### src/rtl/oled_page_sched.sv
// Page-refresh scheduler: picks dirty OLED pages round-robin and streams 128 bytes
// per page from frame memory into the byte writer over a start/done handshake.
module oled_page_sched #(
  parameter logic [7:0]  INIT_DIRTY = 8'hFF,
  parameter logic [15:0] TIMEOUT    = 16'd4095
) (
  input  logic        clk,
  input  logic        rst,
  input  logic        en,
  input  logic        dirty_set,
  input  logic [2:0]  dirty_page,
  input  logic        refresh_all,
  output logic [9:0]  mem_addr,
  input  logic [7:0]  mem_rdata,
  output logic        disp_start,
  output logic [7:0]  disp_pos,
  output logic [7:0]  disp_data,
  output logic        disp_seq,
  input  logic        disp_done,
  output logic        busy,
  output logic        page_done,
  output logic        error,
  output logic [7:0]  dirty
);

  typedef enum logic [2:0] {
    ST_IDLE,
    ST_RD,
    ST_CAP,
    ST_ISSUE,
    ST_WAIT
  } state_t;

  state_t      state;
  logic [2:0]  cur_page;
  logic [2:0]  last_page;
  logic [6:0]  col;
  logic [7:0]  data_q;
  logic [15:0] tmo_cnt;

  logic        pick_valid;
  logic [2:0]  pick_page;
  logic        start_page;
  logic        tmo_hit;
  logic [7:0]  set_mask;
  logic [7:0]  clr_mask;
  logic [7:0]  dirty_next;

  // Round-robin search starting just above the last served page; i = 8 wraps to last_page.
  always_comb begin
    // NOTE: every combinational output is given a default first so no latch is inferred.
    pick_valid = 1'b0;
    pick_page  = last_page;
    for (int i = 1; i <= 8; i++) begin
      if (!pick_valid && dirty[last_page + 3'(i)]) begin
        pick_valid = 1'b1;
        pick_page  = last_page + 3'(i);
      end
    end
  end

  always_comb begin
    start_page = (state == ST_IDLE) && en && pick_valid;
    tmo_hit    = (state == ST_WAIT) && !disp_done && ((tmo_cnt + 16'd1) == TIMEOUT);
    set_mask   = (dirty_set   ? (8'd1 << dirty_page) : 8'd0)
               | (refresh_all ? 8'hFF                : 8'd0)
               | (tmo_hit     ? (8'd1 << cur_page)   : 8'd0);
    clr_mask   = start_page ? (8'd1 << pick_page) : 8'd0;
    // Set is applied after clear so a re-mark during the pick cycle is never lost.
    dirty_next = (dirty & ~clr_mask) | set_mask;
  end

  // Byte data is held in data_q from capture until the next capture, covering the handshake.
  assign disp_data = data_q;

  always_ff @(posedge clk) begin
    // NOTE: sequential state uses non-blocking assignments so every register samples pre-edge values.
    if (rst) begin
      state      <= ST_IDLE;
      dirty      <= INIT_DIRTY;
      cur_page   <= 3'd0;
      last_page  <= 3'd7;
      col        <= 7'd0;
      data_q     <= 8'd0;
      tmo_cnt    <= 16'd0;
      mem_addr   <= 10'd0;
      disp_start <= 1'b0;
      disp_pos   <= 8'd0;
      disp_seq   <= 1'b0;
      busy       <= 1'b0;
      page_done  <= 1'b0;
      error      <= 1'b0;
    end else begin
      dirty      <= dirty_next;
      disp_start <= 1'b0;
      page_done  <= 1'b0;
      error      <= 1'b0;
      case (state)
        ST_IDLE: begin
          if (start_page) begin
            cur_page <= pick_page;
            col      <= 7'd0;
            mem_addr <= {pick_page, 7'd0};
            busy     <= 1'b1;
            state    <= ST_RD;
          end
        end
        ST_RD: begin
          state <= ST_CAP;
        end
        ST_CAP: begin
          data_q     <= mem_rdata;
          disp_pos   <= {4'd0, 1'b0, cur_page};
          disp_seq   <= (col != 7'd0);
          disp_start <= 1'b1;
          state      <= ST_ISSUE;
        end
        ST_ISSUE: begin
          tmo_cnt <= 16'd0;
          state   <= ST_WAIT;
        end
        ST_WAIT: begin
          if (disp_done) begin
            if (col == 7'd127) begin
              page_done <= 1'b1;
              last_page <= cur_page;
              busy      <= 1'b0;
              state     <= ST_IDLE;
            end else begin
              col      <= col + 7'd1;
              mem_addr <= {cur_page, col + 7'd1};
              state    <= ST_RD;
            end
          end else if (tmo_hit) begin
            error     <= 1'b1;
            last_page <= cur_page;
            busy      <= 1'b0;
            state     <= ST_IDLE;
          end else begin
            tmo_cnt <= tmo_cnt + 16'd1;
          end
        end
        default: begin
          busy  <= 1'b0;
          state <= ST_IDLE;
        end
      endcase
    end
  end

endmodule

### config.mk
export PLATFORM = sky130hd
export DESIGN_NAME = oled_page_sched
export DESIGN_NICKNAME = d
export VERILOG_FILES = /design/src/rtl/oled_page_sched.sv
export SDC_FILE = /design/constraint.sdc
export NUM_CORES = 1
export LEC_CHECK = 0
export BUFFER_PORTS_ARGS = -buffer_cell sky130_fd_sc_hd__clkbuf_2
export CORE_MARGIN = 3
export CORE_UTILIZATION = 45
export CTS_CLUSTER_DIAMETER = 120
export CTS_CLUSTER_SIZE = 24
export DETAILED_ROUTE_END_ITERATION = 16
export REMOVE_ABC_BUFFERS = 1
export SLEW_MARGIN = 20
export SYNTH_ARGS = -nofsm -noshare
export SYNTH_HDL_FRONTEND = slang
export SYNTH_SLANG_ARGS = --single-unit
export TNS_END_PERCENT = 5
### constraint.sdc
create_clock -name clk -period 4 [get_ports clk]
set_clock_uncertainty 0.1 [all_clocks]
set_input_delay 0 -clock clk [delete_from_list [all_inputs] [get_ports clk]]
set_output_delay 0 -clock clk [all_outputs]
set_load 0.005 [all_outputs]
# Yosys cells after proc, flatten, opt, wreduce, memory -nomap -nowiden
# Index checks and enable logic that the tools add are counted.
dict set report word_totals {
  reg_bits 66
  out_inout_bits 39
  inputBits 17
}
dict set report classes {
  add_sub_neg 9
  shift 3
  bitwise 8
  n_eq_ne 14
  order_cmp 8
  n_mux 63
  reduce_logical 33
}
# op n
set op_table {}
lappend op_table {{3-bit 2-to-1 mux} 14}
lappend op_table {{3-bit by 4-bit less-than comparator with 1-bit output (second input constant)} 8}
lappend op_table {{16-bit 2-to-1 mux} 2}
lappend op_table {{8-bit 2-to-1 mux} 4}
lappend op_table {{16-bit case mux with 2 select lines} 1}
lappend op_table {{10-bit 2-to-1 mux} 3}
lappend op_table {{1-bit binary-select mux with 3-bit select} 8}
lappend op_table {{1-bit 2-to-1 mux} 24}
lappend op_table {{8-bit OR} 3}
lappend op_table {{1-bit by 3-bit << shifter with 8-bit output (first input constant)} 3}
lappend op_table {{7-bit 2-to-1 mux} 3}
lappend op_table {{10-bit case mux with 2 select lines} 1}
lappend op_table {{16-bit by 1-bit adder with 16-bit output (second input constant)} 1}
lappend op_table {{16-bit by 12-bit equality test with 1-bit output (second input constant)} 1}
lappend op_table {{3-bit case mux with 5 select lines} 1}
lappend op_table {{7-bit case mux with 2 select lines} 1}
lappend op_table {{3-bit adder (second input constant)} 4}
lappend op_table {{1-bit logical AND} 11}
lappend op_table {{2-bit != test (second input constant)} 5}
lappend op_table {{3-bit OR reduction} 3}
lappend op_table {{8-bit AND} 1}
lappend op_table {{1-bit zero test} 8}
lappend op_table {{8-bit NOT} 1}
lappend op_table {{4-bit AND reduction} 2}
lappend op_table {{17 further kinds} 25}

# Longest topological paths before layout
# Gate-level depths: netlist of the first run.
dict set report logic_depth {
  word_depth 30
  mapped_depth 16
  mapped_depth_nobuf 10
}

# Least setup slack after synthesis of the first run
# No wires, ideal clock.
dict set report synth_timing {
  kind {register to register}
  startpoint {reg last_page[1]}
  endpoint {reg dirty[1]}
  period_less_slack_ps 3624
  path_stages_with_launch 16
  arrival_time_ps 3403
  setup_slack_ps 376
  cell_sequence {dfxtp_1 > buf_6 > buf_2 > buf_2 > inv_1 > ha_1 > buf_6 > buf_8 > mux2i_1 > mux4_2 > nor3b_1 > o311a_1 > o32ai_4 > o311ai_4 > or2_1 > o32a_1}
}
dict set report synth_between {
  elab_chain_cells 30
}
# item line
set synth_lines {}
lappend synth_lines {{start: declaration} 36} ;# logic [2:0] last_page;
lappend synth_lines {{start signal: assignment} 126} ;# last_page <= cur_page;
lappend synth_lines {{start signal: assignment} 136} ;# last_page <= cur_page;
lappend synth_lines {{3-bit by 1-bit adder with 3-bit output} {55, 57}}
lappend synth_lines {{1-bit binary-select mux with 3-bit select} 55} ;# if (!pick_valid && dirty[last_page + 3'(i)]) begin
lappend synth_lines {{1-bit 2-to-1 mux (not written as such)} 55}
lappend synth_lines {{1-bit 2-to-1 mux} 55}
lappend synth_lines {{1-bit zero test} 55}
lappend synth_lines {{1-bit logical AND} 55}
lappend synth_lines {{1-bit 2-to-1 mux} 55}
lappend synth_lines {{1-bit zero test} 55}
lappend synth_lines {{[14 not listed]} n/a}
lappend synth_lines {{1-bit zero test} 55}
lappend synth_lines {{1-bit logical AND} 55}
lappend synth_lines {{3-bit 2-to-1 mux or 1-bit 2-to-1 mux (tied branches)} 55}
lappend synth_lines {{1-bit by 3-bit << shifter with 8-bit output or 1-bit logical AND (tied branches)} {68, 63}}
lappend synth_lines {{8-bit 2-to-1 mux *} 68} ;# clr_mask = start_page ? (8'd1 << pick_page) : 8'd0;
lappend synth_lines {{8-bit NOT *} 70} ;# dirty_next = (dirty & ~clr_mask) | set_mask;
lappend synth_lines {{8-bit AND *} 70}
lappend synth_lines {{8-bit OR *} 70}
lappend synth_lines {{end signal: assignment} 94} ;# dirty <= dirty_next;
lappend synth_lines {{end: declaration} 23} ;# output logic [7:0] dirty
# Every way passes the cells marked *; elsewhere a longest branch is shown, timed or not. The select of a mux whose other input is x is not followed.
# A chain may end at the register's enable or synchronous reset.

# Worst setup path in the final report of the first run
dict set report layout_timing {
  startpoint {reg last_page[1]}
  endpoint {reg mem_addr[8]}
}
dict set report layout_between {
  elab_chain_cells 28
}
# item line
set layout_lines {}
lappend layout_lines {{3-bit by 1-bit adder with 3-bit output} {55, 57}}
lappend layout_lines {{1-bit binary-select mux with 3-bit select} 55}
lappend layout_lines {{1-bit 2-to-1 mux (not written as such)} 55}
lappend layout_lines {{1-bit 2-to-1 mux} 55}
lappend layout_lines {{1-bit zero test} 55}
lappend layout_lines {{1-bit logical AND} 55}
lappend layout_lines {{1-bit 2-to-1 mux} 55}
lappend layout_lines {{1-bit zero test} 55}
lappend layout_lines {{[12 not listed]} n/a}
lappend layout_lines {{1-bit logical AND} 55}
lappend layout_lines {{1-bit 2-to-1 mux} 55}
lappend layout_lines {{1-bit zero test} 55}
lappend layout_lines {{1-bit logical AND} 55}
lappend layout_lines {{1-bit 2-to-1 mux} 55}
lappend layout_lines {{1-bit logical AND} 63} ;# start_page = (state == ST_IDLE) && en && pick_valid;
lappend layout_lines {{2-bit != test (no source line)} n/a}
lappend layout_lines {{4-bit AND reduction (no source line)} n/a}
lappend layout_lines {{end signal: assignment} 103} ;# mem_addr <= {pick_page, 7'd0};
lappend layout_lines {{end signal: assignment} 131} ;# mem_addr <= {cur_page, col + 7'd1};
lappend layout_lines {{end: declaration} 13} ;# output logic [9:0] mem_addr,
# Parallel ways exist; a longest one is shown, timed or not. The select of a mux whose other input is x is not followed.

==> impl_results.md, run 1 <==
* WHS at about 0.057 ns
* Min Tclk post-route at about 3.5 ns
* Skew-Pair Late Insertion Delay at 0.35 ns
* Number of flops mapped to enable cells by yosys at 0
* DP Wirelength at 8220 um
* Type of the tightest min-delay check: in2reg
* Num Clock Sinks at ~60
* CTS tree: done
* Leak at about 1.7 nW
* Accumulated negative setup slack at 0 ns
* Outcome: complete, no violations
* Distinct cell type count after synthesis at 82
* Number of antenna violations at the first check in global routing at 0
* Number of max-capacitance violations reported at 0
* Ys async rst share at 0
* DIE AREA at 0.0104 mm^2
* Final wirelength at 11400 um
* Hold Path Cell Cnt at 4
* Fin. Hold Viols at 0
* Final cycle utilization of the critical path at 0.884
* Launching element type of the critical path: flip-flop
* Per-cell routed wire length at roughly 17 um
* Number of buffers added by the clock tree synthesis step at 9
* Total core area at 0.00881 mm^2
* Most frequent cell after synthesis: sky130_fd_sc_hd__nand2_1
* P per Cell Area at 296 mW/mm^2
* Area share of the largest cell type after synthesis at 0.286
* Crit end category: flip-flop
* Horizontal die dimension at 102 um
* Top-level port count at 56
* Final setup violation count at 0
* Number of buffers between clock root and the deepest sink at 2
* Slew headroom at 0.479
* Data arrival time of the worst path at 3.70 ns
* Maximum resistive drop on vdd at 0.219 mV
* First-iteration detailed-routing DRC count at between 200 and 300
* Number of cells traversed by the worst register-to-register path at 9
* Primary flip-flop cell chosen by synthesis mapping: sky130_fd_sc_hd__dfxtp_1
* DRC violations left at 0
* Class of the most critical setup path: reg2reg
* Largest net degree at the start of global routing at 45
* Slew @ Worst Pin at 0.779 ns
* Max-slew violation count at 0
* Vias at between 4000 and 5000
* Global-route wire length before repair at approximately 19000 um
* Cell count after synthesis at 506
* Total congestion overflow after global routing at 0
* Max H-tree Level at 3
* Antenna-violating nets left at 0
* Area growth from synthesis to layout at 14.3%
* Number of core rows at 34
* 1st-pass router iterations at 5
* Average cell area after synthesis at 8.17 um^2
* Post-synthesis instance area at approximately 0.0041 mm^2
* Worst endpoint required time at 4.16 ns
* Starting density of the core at 0.469
* Share of cells above drive strength 1 at 0.189
* Flops & latches, synth at 59
* Top cells by area, synth: sky130_fd_sc_hd__dfxtp_1, sky130_fd_sc_hd__nand2_1, sky130_fd_sc_hd__nor2_1
* CTS clock-pin slew for the worst setup and hold paths at 0.08 ns
* Most frequent cells after synthesis: sky130_fd_sc_hd__nand2_1, sky130_fd_sc_hd__dfxtp_1, sky130_fd_sc_hd__nor2_1
* Critical-path maximum fanout at 22
* Total of warnings raised by yosys at 0
* Die height at 102 um
* Unrepaired setup endpoints after global routing: no
* Maximum operating frequency at 283 MHz
* Cts repair resizes at 0
* GRT Util Overall at 0.225
* ANT cells at 0
* Final Net Count at 578
* Placer congestion estimate at 0.916
* Sequential fraction of the synthesis area at 0.286
* Via count of the first global-routing pass at 3865
* Drt via density at 6.02
* Quantity of I/O buffers inserted on ports at 50
* Buffer type at the clock tree root: sky130_fd_sc_hd__clkbuf_8
* Most area-hungry cell type in the Yosys netlist: sky130_fd_sc_hd__dfxtp_1
## final timing paths
| kind | start | to | slack [ns] |
|---|---|---|---|
| setup / recovery | last_page[1] | mem_addr[8] | 0.46 |
| hold / removal | dirty_page[2] | dirty[7] | 0.06 |
| setup reg to reg | last_page[1] | mem_addr[8] | 0.46 |
| hold reg to reg | disp_data[6] | disp_data[6] | 0.36 |
## critical path, cell delays in order, from the launching register on
cell and delay (ns):
sky130_fd_sc_hd__dfxtp_1 0.43, sky130_fd_sc_hd__buf_4 0.31, sky130_fd_sc_hd__mux2_1 0.35, sky130_fd_sc_hd__a2bb2oi_1 0.16, sky130_fd_sc_hd__o32ai_2 0.52, sky130_fd_sc_hd__nand3_1 0.34, sky130_fd_sc_hd__or2_1 0.33, sky130_fd_sc_hd__o311ai_4 0.46
sky130_fd_sc_hd__nor2_1 0.13, sky130_fd_sc_hd__o41ai_2 0.32
## placed cells by master, fill, tap and decap left out, types with 6 or more instances in the layout
| cell type | netlist | layout |
|---|---|---|
| sky130_fd_sc_hd__a31oi_1 | 10 | 10 |
| sky130_fd_sc_hd__dfxtp_1 | 59 | 59 |
| sky130_fd_sc_hd__mux2i_1 | 17 | 17 |
| sky130_fd_sc_hd__nand2b_1 | 11 | 11 |
| sky130_fd_sc_hd__a21oi_1 | 29 | 29 |
| sky130_fd_sc_hd__o211ai_1 | 9 | 9 |
| sky130_fd_sc_hd__nand4_1 | 7 | 7 |
| sky130_fd_sc_hd__clkbuf_8 | 0 | 10 |
| sky130_fd_sc_hd__clkbuf_2 | 1 | 50 |
| sky130_fd_sc_hd__mux4_2 | 7 | 7 |
| sky130_fd_sc_hd__nand2_1 | 64 | 64 |
| sky130_fd_sc_hd__nor3_1 | 15 | 15 |
| sky130_fd_sc_hd__nor2b_1 | 6 | 6 |
| sky130_fd_sc_hd__nand3_1 | 25 | 25 |
| sky130_fd_sc_hd__buf_4 | 6 | 8 |
| sky130_fd_sc_hd__nor2_1 | 46 | 46 |
| sky130_fd_sc_hd__inv_1 | 16 | 16 |
| sky130_fd_sc_hd__o21ai_0 | 18 | 18 |
| sky130_fd_sc_hd__xor2_1 | 6 | 6 |
| sky130_fd_sc_hd__ha_1 | 6 | 6 |
| sky130_fd_sc_hd__dlygate4sd3_1 | 0 | 11 |
| sky130_fd_sc_hd__a311oi_1 | 7 | 7 |
## routing by layer
layer | wire [um] | share of wire | vias up | track usage
met2 | 5510 | 0.48 | 133 | 0.382
met4 | 448 | 0.039 | 0 | 0.115
met5 | 0 | 0 | - | 0
met3 | 471 | 0.041 | 34 | 0.0314
met1 | 4960 | 0.44 | 1887 | 0.280
li1 | - | - | 1968 | -
## power breakdown
part / leakage, nW / switching [mW] / internal (mW)
logic: 1.11 / 0.0884 / 0.0571
registers: 0.478 / 0.0199 / 0.605
clock network: 0.108 / 0.259 / 0.367
## sequential cells by signal, indices dropped and copies added (netlist names)
| name | flops |
|---|---|
| tmo_cnt | 16 |
| mem_addr | 10 |
| dirty | 8 |
| disp_data | 8 |
| cur_page | 3 |
| disp_pos | 3 |
| last_page | 3 |
| state | 3 |
| busy | 1 |
| disp_seq | 1 |
| disp_start | 1 |
| error | 1 |
| page_done | 1 |
## area by class of cell
type / count / area [um^2]
timing repair buffer: 69 / 420
inverter: 16 / 60.1
tap: 108 / 135
fill: 844 / 4080
multi-input combinational: 400 / 2700
clock buffer: 10 / 138
clock inverter: 6 / 88.8
sequential: 59 / 1180
## logic make-up after synthesis
kind of cell	after synthesis	synth area share
muxes	33	0.108
buffers and inverters	51	0.0663
adders and majority gates	6	0.0182
DFF	59	0.286
AOI/OAI and AO/OA	131	0.241
and+or+nand+nor	214	0.256
other	1	0.000907
xor gates and xnor gates	11	0.0233
## through the flow
step	util	area, um^2	setup WS [ns]	std cells	power, mW
2_1_floorplan	-	3940	-0.200	475	0.716
3_3_place_gp	0.498	4390	0.573	641	0.772
3_5_place_dp	0.498	4390	0.522	641	0.774
4_1_cts	0.536	4720	0.504	668	1.41
5_1_grt	0.536	4720	0.284	668	1.45
6_report	0.536	4720	0.462	668	1.40
## what timing repair did
item / in CTS / in global routing
setup endpoints to repair: 0 / 0
hold endpoints to repair: 12 / 0
hold buffers: 11 / 0
setup buffers: 0 / 0
No activity file was read; power rests on OpenSTA's default activity.
==> run 2, diff against run 1 <==
--- a/config.mk
+++ b/config.mk
@@ -6,11 +6,11 @@
 export NUM_CORES = 1
 export LEC_CHECK = 0
 export BUFFER_PORTS_ARGS = -buffer_cell sky130_fd_sc_hd__clkbuf_2
-export CORE_MARGIN = 3
 export CORE_UTILIZATION = 45
 export CTS_CLUSTER_DIAMETER = 120
-export CTS_CLUSTER_SIZE = 24
+export CTS_CLUSTER_SIZE = 40
 export DETAILED_ROUTE_END_ITERATION = 16
+export RECOVER_POWER = 100
 export REMOVE_ABC_BUFFERS = 1
 export SLEW_MARGIN = 20
 export SYNTH_ARGS = -nofsm -noshare
==> run 2 against run 1 <==
The flow now finishes with violations (DRC). Sequential power is essentially flat. Register-to-register slack lost 0.10 ns. Final area shrank 1.2%. Flip-flop and latch count is the same. Critical path depth grew 1. Highest routed layer unchanged.
==> impl_results.md, run 2 (synthesis results as in run 1) <==
* Slew headroom at 0.488 (+0.00876)
* Commonest non-fill, non-tap cell in the layout: sky130_fd_sc_hd__nand2_1
* Register name with the most flops: tmo_cnt
* Placer congestion estimate at 0.915 (-0.19%)
* Horizontal die dimension at 97.8 um (-3.9%)
* Logic gate share of total power at 0.101 (-0.003)
* Quantity of I/O buffers inserted on ports at 50 (unchanged)
* Capturing element of the worst setup path: mem_addr[7]
* Antenna-violating nets left at 0 (unchanged)
* Maximum operating frequency at 275 MHz (-2.8%)
* Final wirelength at 10800 um (-5.3%)
* Placed cell areas at 0.00438 mm^2 (-0.17%)
* Vias at 4012 (-0.25%)
* Buffer type at the clock tree root: sky130_fd_sc_hd__clkbuf_8
* Launching element type of the critical path: flip-flop
* Number of cells traversed by the worst register-to-register path at 10 (+1)
* Number of max-capacitance violations reported at 0 (unchanged)
* Starting density of the core at 0.469 (unchanged)
* Skew-Pair Late Insertion Delay at 0.35 ns (about the same)
* Worst setup startpoint: last_page[0]
* Final setup margin at 0.360 ns (-0.102 ns)
* Net switching share of the total power at 0.267 (+0.00406)
* # Post-CTS Setup Buffers at 0 (unchanged)
* Reg power frac at 0.452 (+0.005)
* Number of buffers between clock root and the deepest sink at 2 (unchanged)
* Number of buffers added by the clock tree synthesis step at 9 (unchanged)
* Share of cells above drive strength 1 at 0.154 (-0.0354)
* Global-route wire length before repair at 18000 um (-3.5%)
* Launch instance of the worst register-to-register path: last_page[0]
* P per Cell Area at 296 mW/mm^2 (+0.19%)
* Final std cell area, no fill at 0.00467 mm^2 (-1.2%)
* Outcome: finished with violations
* 1st-pass router iterations at 10 (+5)
* Internal power component at 1.01 mW (-1.5%)
* Total core area at 0.00881 mm^2 (unchanged)
* GRT Util Overall at 0.233 (+0.00781)
* Die height at 97.8 um (-3.9%)
* Worst R2R End: mem_addr[7]
* Area growth from synthesis to layout at 12.9%
* DIE AREA at 0.00957 mm^2 (-7.7%)
* Leak at 1.63 nW (-4.0%)
* Final Net Count at 577 (-0.17%)
* Flip-flop count of the largest register, all copies and words added at 16 (unchanged)
* Type of the tightest min-delay check: in2reg
* ANT cells at 0 (unchanged)
* DP Wirelength at 7740 um (-5.8%)
* CTS tree: done
* Leading registers by flop count: tmo_cnt: 16 flops, mem_addr: 10 flops
* Drt via density at 6.01 (about the same)
* Relative contribution of the clock network to total power at 0.447 (-0.002)
* Per-cell routed wire length at 16.2 um (-5.1%)
* Max H-tree Level at 3 (unchanged)
* Data arrival time of the worst path at 3.80 ns (+0.10 ns)
* Worst slack, placed at 0.462 ns (-0.0599 ns)
* Num Clock Sinks at 59 (unchanged)
* Number of antenna violations at the first check in global routing at 0 (unchanged)
* Final cycle utilization of the critical path at 0.910 (+0.0256)
* Class of the most critical setup path: reg2reg
* DRC violations left at 2 (+2)
* Min Tclk post-route at 3.64 ns (+0.102 ns)
* Largest net degree at the start of global routing at 45 (unchanged)
* Fin. Hold Viols at 0 (unchanged)
* Max-slew violation count at 0 (unchanged)
* First-iteration detailed-routing DRC count at 144 (-47%)
* Unrepaired setup endpoints after global routing: no
* Via count of the first global-routing pass at 3692 (-4.5%)
* Failing checks: DRC
* Commonest cells after routing, fill and taps aside: sky130_fd_sc_hd__nand2_1, sky130_fd_sc_hd__dfxtp_1, sky130_fd_sc_hd__nor2_1, sky130_fd_sc_hd__clkbuf_2, sky130_fd_sc_hd__a21oi_1
* Worst endpoint required time at 4.16 ns (about the same)
* Maximum resistive drop on vdd at 0.209 mV (-4.4%)
* CTS clock-pin slew for the worst setup and hold paths at 0.08 ns (about the same)
* Fillcell total at 849 (+0.59%)
* Number of core rows at 34 (unchanged)
* Crit end category: flip-flop
* Top-level port count at 56 (unchanged)
* Accumulated negative setup slack at 0 ns (unchanged)
* Total congestion overflow after global routing at 0 (unchanged)
* Reg-to-reg setup timing slack at 0.36 ns (-0.10 ns)
* Slew @ Worst Pin at 0.766 ns (-0.0131 ns)
* Switching pwr at 370 uW (+0.56%)
* Critical-path maximum fanout at 13 (-41%)
* Final setup violation count at 0 (unchanged)
## run 2: per-stage QoR
step / util / instances / hold slack, ns / power [mW]
finish: 0.530 / 667 / 0.0763 / 1.38
global route: 0.530 / 667 / 0.113 / 1.44
CTS: 0.535 / 667 / 0.0779 / 1.40
detailed placement: 0.497 / 640 / 0.129 / 0.773
global placement: 0.497 / 640 / 0.123 / 0.771
floorplan: - / 475 / -0.0338 / 0.716
## run 2: layout make-up
cell class | count | area (um^2) | area share
Clock buffer | 9 | 124 | 0.0265
Clock inverter | 7 | 100 | 0.0214
Inverter | 16 | 60.1 | 0.0129
Multi-Input combinational cell | 400 | 2670 | 0.573
Sequential cell | 59 | 1180 | 0.253
Tap cell | 108 | 135 | 0.0289
Timing Repair Buffer | 68 | 394 | 0.0844
## run 2: power by group through the flow
stage	Clock, mW	Combinational [mW]	Sequential, mW
after floorplan	0	0.0825	0.634
after global placement	0	0.134	0.637
after detailed placement	0	0.135	0.638
after CTS	0.631	0.144	0.625
after global routing	0.656	0.157	0.628
final	0.619	0.140	0.625
## run 2: worst min-delay path by stage
stage	slack [ns]	startpoint	depth (start not counted)	to
2_1_floorplan	-0.03	rst	1	mem_addr[7]
3_3_place_gp	0.12	mem_rdata[4]	3	disp_data[4]
3_5_place_dp	0.13	mem_rdata[5]	3	disp_data[5]
4_1_cts	0.08	dirty_page[2]	4	dirty[7]
5_1_grt	0.11	dirty_page[2]	4	dirty[7]
6_report	0.08	dirty_page[2]	4	dirty[7]
## run 2: metal layers
metal  track usage  routed length [um]  up-vias
li1              -                   -     1973
met1         0.290                4910     1926
met2         0.399                5240       89
met3        0.0315                 348       24
met4         0.108                 288        0
met5             0                   0        -
## run 2: worst max-delay path: stages (launching register included)
cell and delay [ns]:
sky130_fd_sc_hd__dfxtp_1 0.33, sky130_fd_sc_hd__inv_1 0.11, sky130_fd_sc_hd__ha_1 0.53, sky130_fd_sc_hd__mux2_2 0.42
sky130_fd_sc_hd__mux2_2 0.28, sky130_fd_sc_hd__o221ai_1 0.37, sky130_fd_sc_hd__nand4_1 0.33, sky130_fd_sc_hd__o2111a_2 0.42
sky130_fd_sc_hd__o21ai_4 0.35, sky130_fd_sc_hd__a21oi_2 0.05, sky130_fd_sc_hd__a221oi_1 0.27
## run 2: what timing repair did
action | in CTS | in global routing
resized for setup | 0 | 0
hold buffers | 11 | 0
endpoints found under the hold margin | 12 | 0
